--- config.mk ---
export PLATFORM = sky130hd
export DESIGN_NAME = ext_bus_master_flat
export DESIGN_NICKNAME = d
export VERILOG_FILES = /design/src/rtl/ext_bus_pkg.sv /design/src/rtl/ext_bus_master_if.sv /design/src/rtl/ext_bus_phy.sv /design/src/rtl/ext_bus_master.sv /design/src/flat_wrapper.sv
export SDC_FILE = /design/constraint.sdc
export NUM_CORES = 1
export LEC_CHECK = 0
export BUFFER_PORTS_ARGS = -buffer_cell sky130_fd_sc_hd__buf_4
export CAP_MARGIN = 15
export CORE_ASPECT_RATIO = 1.4
export CORE_UTILIZATION = 30
export CTS_CLUSTER_SIZE = 25
export DETAILED_ROUTE_END_ITERATION = 10
export GPL_TIMING_DRIVEN = 0
export PLACE_DENSITY = 0.5
export SLEW_MARGIN = 20
export SYNTH_ARGS = -nofsm -noshare
export SYNTH_HDL_FRONTEND = slang
export SYNTH_SLANG_ARGS = --single-unit
--- constraint.sdc ---
create_clock -name clk -period 2.95 [get_ports clk]
set_input_delay 0.295 -clock clk [delete_from_list [all_inputs] [get_ports clk]]
set_output_delay 0.295 -clock clk [all_outputs]
set_load 0.02 [all_outputs]
--- src/rtl/ext_bus_pkg.sv ---
// ext_bus_pkg: shared constants, FSM states and parity helper for the external bus bridge
package ext_bus_pkg;
    localparam int         HDR_START = 7;
    localparam logic [7:0] RSP_OK    = 8'h80;
    localparam logic [7:0] RSP_ERR   = 8'h81;
    localparam logic [7:0] IDLE_BYTE = 8'h00;
    typedef enum logic [2:0] {
        S_IDLE, S_HDR, S_ADDR, S_WDATA, S_WAIT_RSP, S_RDATA, S_DONE_ACK, S_DONE_ERR
    } state_t;
    function automatic logic odd_pty(input logic [7:0] d);
        return ~^d;
    endfunction
endpackage

--- src/rtl/ext_bus_master_if.sv ---
// ext_bus_master_if: wishbone slave port plus byte-wide off-chip bus lanes
interface ext_bus_master_if #(
    parameter int ADR_W = 30
);
    logic             wb_cyc;
    logic             wb_stb;
    logic             wb_we;
    logic [3:0]       wb_sel;
    logic [ADR_W-1:0] wb_adr;
    logic [31:0]      wb_dat_w;
    logic [31:0]      wb_dat_r;
    logic             wb_ack;
    logic             wb_err;
    logic             wb_stall;
    logic             oib_clk;
    logic [7:0]       ob_data;
    logic             ob_pty;
    logic [7:0]       ib_data;
    logic             ib_pty;
    modport master (
        input  wb_cyc, wb_stb, wb_we, wb_sel, wb_adr, wb_dat_w, ib_data, ib_pty,
        output wb_dat_r, wb_ack, wb_err, wb_stall, oib_clk, ob_data, ob_pty
    );
    modport slave (
        output wb_cyc, wb_stb, wb_we, wb_sel, wb_adr, wb_dat_w, ib_data, ib_pty,
        input  wb_dat_r, wb_ack, wb_err, wb_stall, oib_clk, ob_data, ob_pty
    );
endinterface

--- src/rtl/ext_bus_phy.sv ---
// ext_bus_phy: byte-tick generator and registered outbound/inbound byte lanes
module ext_bus_phy
    import ext_bus_pkg::*;
(
    input  logic       clk,
    input  logic       rst,
    input  logic [7:0] tx_byte_i,
    input  logic       rx_en_i,
    input  logic [7:0] ib_data_i,
    input  logic       ib_pty_i,
    output logic       tick_o,
    output logic       oib_clk_o,
    output logic [7:0] ob_data_o,
    output logic       ob_pty_o,
    output logic       rx_vld_o,
    output logic [7:0] rx_data_o,
    output logic       rx_perr_o
);
    logic       phase_q, ob_pty_q, rx_vld_q, rx_perr_q;
    logic [7:0] ob_data_q, rx_data_q;
    assign tick_o    = phase_q;
    assign oib_clk_o = phase_q;
    assign ob_data_o = ob_data_q;
    assign ob_pty_o  = ob_pty_q;
    assign rx_vld_o  = rx_vld_q;
    assign rx_data_o = rx_data_q;
    assign rx_perr_o = rx_perr_q;
    // Phase falls on the tick: outbound byte launches and inbound byte is sampled together.
    always_ff @(posedge clk) begin
        if (rst) begin
            phase_q   <= 1'b0;
            ob_data_q <= IDLE_BYTE;
            ob_pty_q  <= odd_pty(IDLE_BYTE);
            rx_data_q <= IDLE_BYTE;
            rx_perr_q <= 1'b0;
            rx_vld_q  <= 1'b0;
        end else begin
            phase_q  <= ~phase_q;
            rx_vld_q <= phase_q & rx_en_i;
            if (phase_q) begin
                ob_data_q <= tx_byte_i;
                ob_pty_q  <= odd_pty(tx_byte_i);
                rx_data_q <= ib_data_i;
                rx_perr_q <= ib_pty_i != odd_pty(ib_data_i);
            end
        end
    end
endmodule

--- src/rtl/ext_bus_master.sv ---
// ext_bus_master: wishbone slave to parity-protected byte-wide off-chip bus bridge
module ext_bus_master
    import ext_bus_pkg::*;
#(
    parameter int TIMEOUT_TICKS = 1024,
    parameter int ADR_W         = 30
) (
    input logic              clk,
    input logic              rst,
    ext_bus_master_if.master bus
);
    localparam int TW = $clog2(TIMEOUT_TICKS);
    state_t           state_q, state_d, ack_st, err_st;
    logic [1:0]       idx_q, idx_d;
    logic [TW-1:0]    tmo_q, tmo_d;
    logic             abort_q, abort_d;
    logic [31:0]      rdat_q, rdat_d;
    logic             we_q;
    logic [3:0]       sel_q;
    logic [ADR_W-1:0] adr_q;
    logic [31:0]      wdat_q, adr_word;
    logic             accept, abort, tick, rx_vld, rx_perr;
    logic [7:0]       tx_byte, rx_data;
    assign accept   = (state_q == S_IDLE) && bus.wb_cyc && bus.wb_stb;
    assign abort    = abort_q | ~bus.wb_cyc;
    assign ack_st   = abort ? S_IDLE : S_DONE_ACK;
    assign err_st   = abort ? S_IDLE : S_DONE_ERR;
    assign adr_word = {2'b00, adr_q[29:0]};
    assign tx_byte  = (state_q == S_HDR)   ? {1'b1, we_q, 2'b00, sel_q} :
                      (state_q == S_ADDR)  ? adr_word[8*idx_q +: 8] :
                      (state_q == S_WDATA) ? wdat_q[8*idx_q +: 8] : IDLE_BYTE;
    assign bus.wb_ack   = state_q == S_DONE_ACK;
    assign bus.wb_err   = state_q == S_DONE_ERR;
    assign bus.wb_stall = state_q != S_IDLE;
    assign bus.wb_dat_r = rdat_q;
    ext_bus_phy u_phy (
        .clk       (clk),
        .rst       (rst),
        .tx_byte_i (tx_byte),
        .rx_en_i   ((state_q == S_WAIT_RSP) || (state_q == S_RDATA)),
        .ib_data_i (bus.ib_data),
        .ib_pty_i  (bus.ib_pty),
        .tick_o    (tick),
        .oib_clk_o (bus.oib_clk),
        .ob_data_o (bus.ob_data),
        .ob_pty_o  (bus.ob_pty),
        .rx_vld_o  (rx_vld),
        .rx_data_o (rx_data),
        .rx_perr_o (rx_perr)
    );
    // Frame sequencing, response decode and timeout; a dropped cycle only suppresses the final pulse.
    always_comb begin
        state_d = state_q;
        idx_d   = idx_q;
        tmo_d   = (state_q == S_WAIT_RSP) ? tmo_q : '0;
        abort_d = (state_q == S_IDLE) ? 1'b0 : abort;
        rdat_d  = rdat_q;
        case (state_q)
            S_IDLE: state_d = accept ? S_HDR : S_IDLE;
            S_HDR: begin
                if (tick) begin
                    state_d = S_ADDR;
                    idx_d   = '0;
                end
            end
            S_ADDR: begin
                if (tick) begin
                    idx_d = idx_q + 2'd1;
                    if (idx_q == 2'd3) state_d = we_q ? S_WDATA : S_WAIT_RSP;
                end
            end
            S_WDATA: begin
                if (tick) begin
                    idx_d = idx_q + 2'd1;
                    if (idx_q == 2'd3) state_d = S_WAIT_RSP;
                end
            end
            S_WAIT_RSP: begin
                if (rx_vld) begin
                    tmo_d = tmo_q + TW'(1);
                    idx_d = '0;
                    if (rx_perr) state_d = err_st;
                    else if (rx_data[HDR_START]) state_d = (rx_data != RSP_OK) ? err_st : we_q ? ack_st : S_RDATA;
                    else if (tmo_q == TW'(TIMEOUT_TICKS - 1)) state_d = err_st;
                end
            end
            S_RDATA: begin
                if (rx_vld) begin
                    idx_d = idx_q + 2'd1;
                    if (rx_perr) state_d = err_st;
                    else begin
                        rdat_d[8*idx_q +: 8] = rx_data;
                        if (idx_q == 2'd3) state_d = ack_st;
                    end
                end
            end
            default: state_d = S_IDLE;
        endcase
    end
    // FSM and read-data state registers.
    always_ff @(posedge clk) begin
        if (rst) begin
            state_q <= S_IDLE;
            idx_q   <= '0;
            tmo_q   <= '0;
            abort_q <= 1'b0;
            rdat_q  <= '0;
        end else begin
            state_q <= state_d;
            idx_q   <= idx_d;
            tmo_q   <= tmo_d;
            abort_q <= abort_d;
            rdat_q  <= rdat_d;
        end
    end
    // Request fields are captured once, when the access is accepted.
    always_ff @(posedge clk) begin
        if (rst) begin
            we_q   <= 1'b0;
            sel_q  <= '0;
            adr_q  <= '0;
            wdat_q <= '0;
        end else if (accept) begin
            we_q   <= bus.wb_we;
            sel_q  <= bus.wb_sel;
            adr_q  <= bus.wb_adr;
            wdat_q <= bus.wb_dat_w;
        end
    end
endmodule

--- src/flat_wrapper.sv ---
// flat-port wrapper written by rule: the top's interface ports become plain ports
module ext_bus_master_flat import ext_bus_pkg::*;
#(
    parameter int TIMEOUT_TICKS = 1024,
    parameter int ADR_W         = 30
)
  (clk, rst, bus_wb_cyc, bus_wb_stb, bus_wb_we, bus_wb_sel, bus_wb_adr, bus_wb_dat_w, bus_ib_data, bus_ib_pty, bus_wb_dat_r, bus_wb_ack, bus_wb_err, bus_wb_stall, bus_oib_clk, bus_ob_data, bus_ob_pty);
  ext_bus_master_if #(.ADR_W(ADR_W)) bus_i ();
  input logic clk;
  input logic rst;
  input wire logic [$bits(bus_i.wb_cyc)-1:0] bus_wb_cyc;
  input wire logic [$bits(bus_i.wb_stb)-1:0] bus_wb_stb;
  input wire logic [$bits(bus_i.wb_we)-1:0] bus_wb_we;
  input wire logic [$bits(bus_i.wb_sel)-1:0] bus_wb_sel;
  input wire logic [$bits(bus_i.wb_adr)-1:0] bus_wb_adr;
  input wire logic [$bits(bus_i.wb_dat_w)-1:0] bus_wb_dat_w;
  input wire logic [$bits(bus_i.ib_data)-1:0] bus_ib_data;
  input wire logic [$bits(bus_i.ib_pty)-1:0] bus_ib_pty;
  output wire logic [$bits(bus_i.wb_dat_r)-1:0] bus_wb_dat_r;
  output wire logic [$bits(bus_i.wb_ack)-1:0] bus_wb_ack;
  output wire logic [$bits(bus_i.wb_err)-1:0] bus_wb_err;
  output wire logic [$bits(bus_i.wb_stall)-1:0] bus_wb_stall;
  output wire logic [$bits(bus_i.oib_clk)-1:0] bus_oib_clk;
  output wire logic [$bits(bus_i.ob_data)-1:0] bus_ob_data;
  output wire logic [$bits(bus_i.ob_pty)-1:0] bus_ob_pty;
  assign bus_i.wb_cyc = bus_wb_cyc;
  assign bus_i.wb_stb = bus_wb_stb;
  assign bus_i.wb_we = bus_wb_we;
  assign bus_i.wb_sel = bus_wb_sel;
  assign bus_i.wb_adr = bus_wb_adr;
  assign bus_i.wb_dat_w = bus_wb_dat_w;
  assign bus_i.ib_data = bus_ib_data;
  assign bus_i.ib_pty = bus_ib_pty;
  assign bus_wb_dat_r = bus_i.wb_dat_r;
  assign bus_wb_ack = bus_i.wb_ack;
  assign bus_wb_err = bus_i.wb_err;
  assign bus_wb_stall = bus_i.wb_stall;
  assign bus_oib_clk = bus_i.oib_clk;
  assign bus_ob_data = bus_i.ob_data;
  assign bus_ob_pty = bus_i.ob_pty;
  ext_bus_master #(.TIMEOUT_TICKS(TIMEOUT_TICKS), .ADR_W(ADR_W)) u_core (.clk(clk), .rst(rst), .bus(bus_i));
endmodule
; ---- Word-level counts from Yosys, hierarchy flattened
; Index checks and enable logic that the tools add are counted.
[word_totals]
regBits = 135
inputBits = 80
output_inout_bits = 45
word_cells = 92
[op_classes]
n_addsub = 3
n_eq_ne = 21
shift = 4
n_mux = 31
bitwise = 5
reduce_logical = 13
[op_table]
columns = cell, n
row1 = 32-bit by 6-bit variable part select with 8-bit output, 2
row2 = 3-bit 2-to-1 mux, 17
row3 = 5-bit negation with 34-bit output, 1
row4 = 8-bit by 34-bit variable shift with 32-bit output (first input constant), 1
row5 = 8-bit by 34-bit variable part select with 32-bit output, 1
row6 = 32-bit bitwise mux, 1
row7 = 10-bit 2-to-1 mux, 3
row8 = 8-bit 2-to-1 mux, 3
row9 = 3-bit one-hot mux with 6 select lines, 1
row10 = 8-bit XNOR reduction, 2
row11 = 2-bit inequality test (second input constant), 7
row12 = 3-bit equality test (second input constant), 4
row13 = 10-bit by 1-bit adder with 10-bit output (second input constant), 1
row14 = 10-bit equality test (second input constant), 1
row15 = 9-bit AND reduction, 1
row16 = 2-bit 2-to-1 mux, 4
row17 = 8-bit inequality test (second input constant), 1
row18 = 2-bit one-hot mux with 4 select lines, 1
row19 = 3-bit by 2-bit equality test with 1-bit output (second input constant), 2
row20 = 5-bit AND reduction, 1
row21 = 4-bit inequality test (second input constant), 1
row22 = 4-bit nonzero test, 1
row23 = 2-bit OR reduction, 2
row24 = 3-bit by 1-bit equality test with 1-bit output (second input constant), 1
row25 = other kinds (14), 17

; ---- Longest topological paths before layout
[logic_depth]
ltp_word = 9
depth_mapped = 9
mapped_depth_nobuf = 8

; ---- Modules after synthesis
; A second synthesis with hierarchy kept.
[hier_totals]
hier_cells = 691
area_unflattened_um2 = 5968.2
[modules_own_cells]
columns = mod, instances, cells_each, area_per_inst_um2, seq_area_each_um2
row1 = ext_bus_master, 1, 614, 5123.7, 2302.2
row2 = ext_bus_phy, 1, 77, 844.6, 400.4

; ---- Worst setup path before layout
; Ideal clock, no wire load.
[synth_timing]
path_kind = flip-flop to flip-flop
start = reg u_core.idx_q[0]
end = reg u_core.u_phy.ob_pty_q, in the netlist u_core.u_phy.ob_pty_o
arrival_ns = 2.183
required_time_ns = 2.830
path_slack_ns = 0.647
stages_incl_launch_ff = 8
path_buffers = 0
period_less_slack_ns = 2.303
cell_sequence = dfxtp_1 mux4_1 mux2_2 a22o_1 xnor3_1 xnor3_1 a21oi_1 or2_1
[synth_between]
elab_chain_cells = 5
elab_cells_between_ends = 6
[synth_rtl]
columns = element, line_no
row1 = "start, declared", ext_bus_master.sv:14  ; logic [1:0] idx_q, idx_d;
row2 = "start signal, assigned", ext_bus_master.sv:110  ; idx_q <= idx_d;
row3 = 32-bit by 6-bit variable part select with 8-bit output, ext_bus_master.sv:31  ; (state_q == S_WDATA) ? wdat_q[8*idx_q +: 8] : IDLE_BYTE;
row4 = 8-bit 2-to-1 mux, ext_bus_master.sv:31
row5 = 8-bit 2-to-1 mux *, ext_bus_master.sv:30  ; (state_q == S_ADDR) ? adr_word[8*idx_q +: 8] :
row6 = 8-bit 2-to-1 mux *, ext_bus_master.sv:29  ; assign tx_byte = (state_q == S_HDR) ? {1'b1, we_q, 2'b00, sel_q} :
row7 = 8-bit XNOR reduction *, ext_bus_pkg.sv:11  ; return ~^d;
row8 = "end signal, assigned", ext_bus_phy.sv:33  ; ob_pty_q <= odd_pty(IDLE_BYTE);
row9 = "end signal, assigned", ext_bus_phy.sv:42  ; ob_pty_q <= odd_pty(tx_byte_i);
row10 = "end, declared", ext_bus_phy.sv:19  ; logic phase_q, ob_pty_q, rx_vld_q, rx_perr_q;
; Every way passes the cells marked *; elsewhere a longest branch is shown, timed or not.
; A chain may end at the register's enable or synchronous reset.

; ---- Final worst setup path
; Ends and elaborated chain as after synthesis.

==> results.py <==
metrics = {
    "final_layout": {
        "fin_cells": 1116,
        "multi_input_area_sq_um": 3020,
        "diodes": 0,
        "layout.nets": 942,
        "layout-drive-gt1-share_pct": 20.7,
        "area_growth_pct": 31.6,
        "regArea_sq_um": 2700,
        "stdcell_area_sq_um": 7830,
        "fillers": 2027,
    },
    "floorplanning": {
        "die_w_microns": 121,
        "io_pins": 125,
        "core_area_sq_um": 19300,
        "die_area_sq_um": 20400,
        "rows": 60,
        "fp.dieH_microns": 169,
        "floorplan.initialDensity_pct": 30.8,
    },
    "min_path": {
        "worstHoldPathType": "in2reg",
    },
    "logic_synthesis": {
        "synth_mux_area_share_pct": 8.71,
        "ys_types": 47,
        "yosysWarnings": 0,
        "syn_area_sq_um": 5950,
        "synthXorXnorAreaFrac_pct": 4.44,
        "synth_area_leaders": "dfxtp_1 (45%), nand2_1 (11%), a21oi_1 (9.7%)",
        "synth.most_common_cell": "nand2_1",
        "avgSynthCellArea_sq_um": 8.34,
        "ys_ff_latch": 135,
        "async_flop_share_pct": 0,
        "ys_seq_area_share_pct": 45.4,
        "synth-edff-count": 0,
        "synth_adder_area_share_pct": 1.47,
        "synth_top_area_share_pct": 45.4,
        "syn-num-nets": 800,
        "synth_compound_gate_area_share_pct": 13.6,
        "ys_top_cells_by_count": "nand2_1 (181), dfxtp_1 (135), a21oi_1 (115), clkbuf_1 (38), nand3_1 (37)",
        "ys.flop_type": "dfxtp_1",
        "syn_inst": 713,
        "synth_top_area_cell": "dfxtp_1",
        "synth_top_family_by_area": "simple AND/OR/NAND/NOR gates",
        "synth-simple-area-share_pct": 22.4,
    },
    "routing": {
        "wirelength_microns": 18100,
        "drt-initial-drc-count": 200,
        "drtAntennaViolNets": 0,
        "wire_per_inst_microns": 16.2,
        "drc_errors": 0,
        "drtPass1Iterations": 4,
        "vias": 5377,
        "viasPerCell": 4.82,
    },
    "timing": {
        "rsz0062_at_grt": "false",
        "slew_viol_final": 0,
        "fin_crit_ns": 2.65,
        "fmax_mhz": 377,
        "fin_tns_setup_ns": 0,
        "tightest_slew_ns": 0.934,
        "relSlewSlack_pct": 37.6,
        "fin_skew_ns": 0.00977,
        "hold_violations": 0,
        "setup_violations": 0,
        "fin_hold_ws_ns": 0.112,
        "finalCritPeriodShare_pct": 89.8,
    },
    "cts": {
        "path_clk_slew_ns": 0.06,
        "cts_tree": "done",
        "post_cts_buffers": 0,
        "numCtsBuffers": 17,
        "ctsHoldBuffers": 0,
        "cts.sinks": 135,
        "root_buffer": "clkbuf_16",
        "clock_latency_ns": 0.43,
        "h-tree-depth": 4,
        "cts_buffer_depth": 2,
    },
    "placed_design": {
        "io_buffers": 123,
        "gp_congestion": 0.832,
        "place_area_sq_um": 7180,
        "placedCellCount": 1084,
        "dp_hpwl_microns": 13700,
    },
    "worst_setup_path": {
        "arrival_ns": 2.96,
        "reg2regPathDepth": 8,
        "critPathCaptureType": "flip-flop",
        "start_kind": "flip-flop",
        "path_cells": "buf_6 -> buf_2 -> mux4_2 -> a221o_1 -> xor2_1 -> xnor3_1 -> a21oi_1 -> or2_1",
        "slowest_delay_ns": 0.50,
        "critPathCapture": "u_core.u_phy.ob_pty_o",
        "r2r-start": "u_core.idx_q[0]",
        "path_buf_inv": 2,
        "cp_data_required_time_ns": 3.26,
        "r2r-end": "u_core.u_phy.ob_pty_o",
        "crit_path_max_fanout": 10,
        "worst_path_max_delay_cell": "dfxtp_1",
        "crit_start": "u_core.idx_q[0]",
        "path_class": "reg2reg",
        "rrSetupSlack_ns": 0.30,
        "cpLargestDelayFamily": "buffers and inverters",
        "cp.depth": 8,
    },
    "pwr": {
        "ir_drop_mv": 0.412,
        "power.leakage_nw": 2.98,
        "powerDensity_nw_per_um2": 732,
    },
    "grt": {
        "antenna_found_initial": 0,
        "grt_pass1_wl_microns": 28400,
        "grt_max_degree": 17,
        "grt_pass1_vias": 5284,
        "track_usage_pct": 18.5,
        "grt_overflow": 0,
    },
    "job": {
        "drv_cap": 0,
    },
    "status": {
        "status": "complete, no violations",
    },
}
## cell usage in the layout (no fill, tap or decap), drive strengths merged, types with 4 or more instances in the layout
cell	instances
clkbuf	59
mux4	12
o22ai	5
buf	134
a221o	4
o21ai	11
nor2	34
inv	7
and2	6
ha	7
nor3b	6
nor2b	10
dfxtp	135
nand3	37
a21oi	115
nand3b	4
nand2b	6
xor2	15
nand4	6
clkinvlp	4
mux2i	21
xnor2	10
nand2	181
bufinv	4
## per-stage QoR
step,total power (W),setup slack (ns),utilization [%]
after floorplan,0.00304,0.647,-
after global placement,0.00352,0.250,37.2
after detailed placement,0.00352,0.268,37.2
after CTS,0.00580,0.250,40.5
after global routing,0.00603,0.00768,40.6
final,0.00573,0.300,40.6
## cells by family (layout without fill, tap and decap cells)
| logic type | after synthesis | after routing |
|---|---|---|
| adders and majority gates | 7 | 7 |
| xor gates and xnor gates | 27 | 27 |
| DFF | 135 | 135 |
| and+or+nand+nor | 304 | 304 |
| buffers and inverters | 56 | 211 |
| AOI/OAI and AO/OA | 148 | 148 |
| muxes | 36 | 36 |
## timing repair
action | CTS | global route
resized for setup | 0 | 2
setup endpoints to repair | 0 | 6
endpoints found under the hold margin | 0 | 0
## flip-flops by register name, summed over array words and instances (netlist names)
signal / count
u_core.bus.wb_dat_r: 32
u_core.wdat_q: 32
u_core.adr_q: 30
u_core.tmo_q: 10
u_core.u_phy.ob_data_o: 8
u_core.u_phy.rx_data_o: 8
u_core.sel_q: 4
u_core.state_q: 3
u_core.idx_q: 2
u_core.abort_q: 1
u_core.u_phy.ob_pty_o: 1
u_core.u_phy.oib_clk_o: 1
u_core.u_phy.rx_perr_o: 1
u_core.u_phy.rx_vld_o: 1
u_core.we_q: 1
## report_power, final
part | internal (W) | total [W] | switching, W
Combinational | 0.000553 | 0.00138 | 0.000832
Sequential | 0.00197 | 0.00209 | 0.000117
Clock | 0.00146 | 0.00226 | 0.000797
Total | 0.00398 | 0.00573 | 0.00175
## layout make-up
class	count	area share (%)
well taps	248	3.97
clock inverters	11	2.21
flip-flops and latches	135	34.5
inverters	7	0.336
repair buffers	123	11.8
multi-input cells	522	38.6
plain buffers	49	2.64
clock buffers	21	5.88
## worst min path at each step
| stage | startpoint | end | slack, ns | cells past startpoint |
|---|---|---|---|---|
| finish | bus_wb_adr[20] | u_core.adr_q[20] | 0.11 | 3 |
| CTS | bus_wb_adr[20] | u_core.adr_q[20] | 0.1 | 3 |
| global route | bus_wb_dat_w[1] | u_core.wdat_q[1] | 0.10 | 3 |
| floorplan | bus_wb_dat_w[22] | u_core.wdat_q[22] | 0.43 | 2 |
| detailed placement | u_core.wdat_q[10] | u_core.wdat_q[10] | 0.45 | 2 |
| global placement | u_core.wdat_q[27] | u_core.wdat_q[27] | 0.44 | 2 |
## routing by layer
layer  wire [microns]  GRT usage [%]  part of all wire (%)  up-vias
met5                0              0                     0        -
li1                 -              -                     -     2721
met4              548           9.02                   3.0        0
met3              640           3.37                   3.5       25
met2             9480           32.9                    52      121
met1             7430           20.9                    41     2510
## worst reg2reg max path, delay by kind of cell (launching register included)
kind	cells	cell delay (ns)
buffers and inverters	2	0.57
XOR/XNOR	2	0.45
AND/OR/NAND/NOR	1	0.21
multiplexers	1	0.41
AO/OA/AOI/OAI	2	0.42
flip-flops	1	0.50
Note: power is estimated with default switching activity, not from simulation.
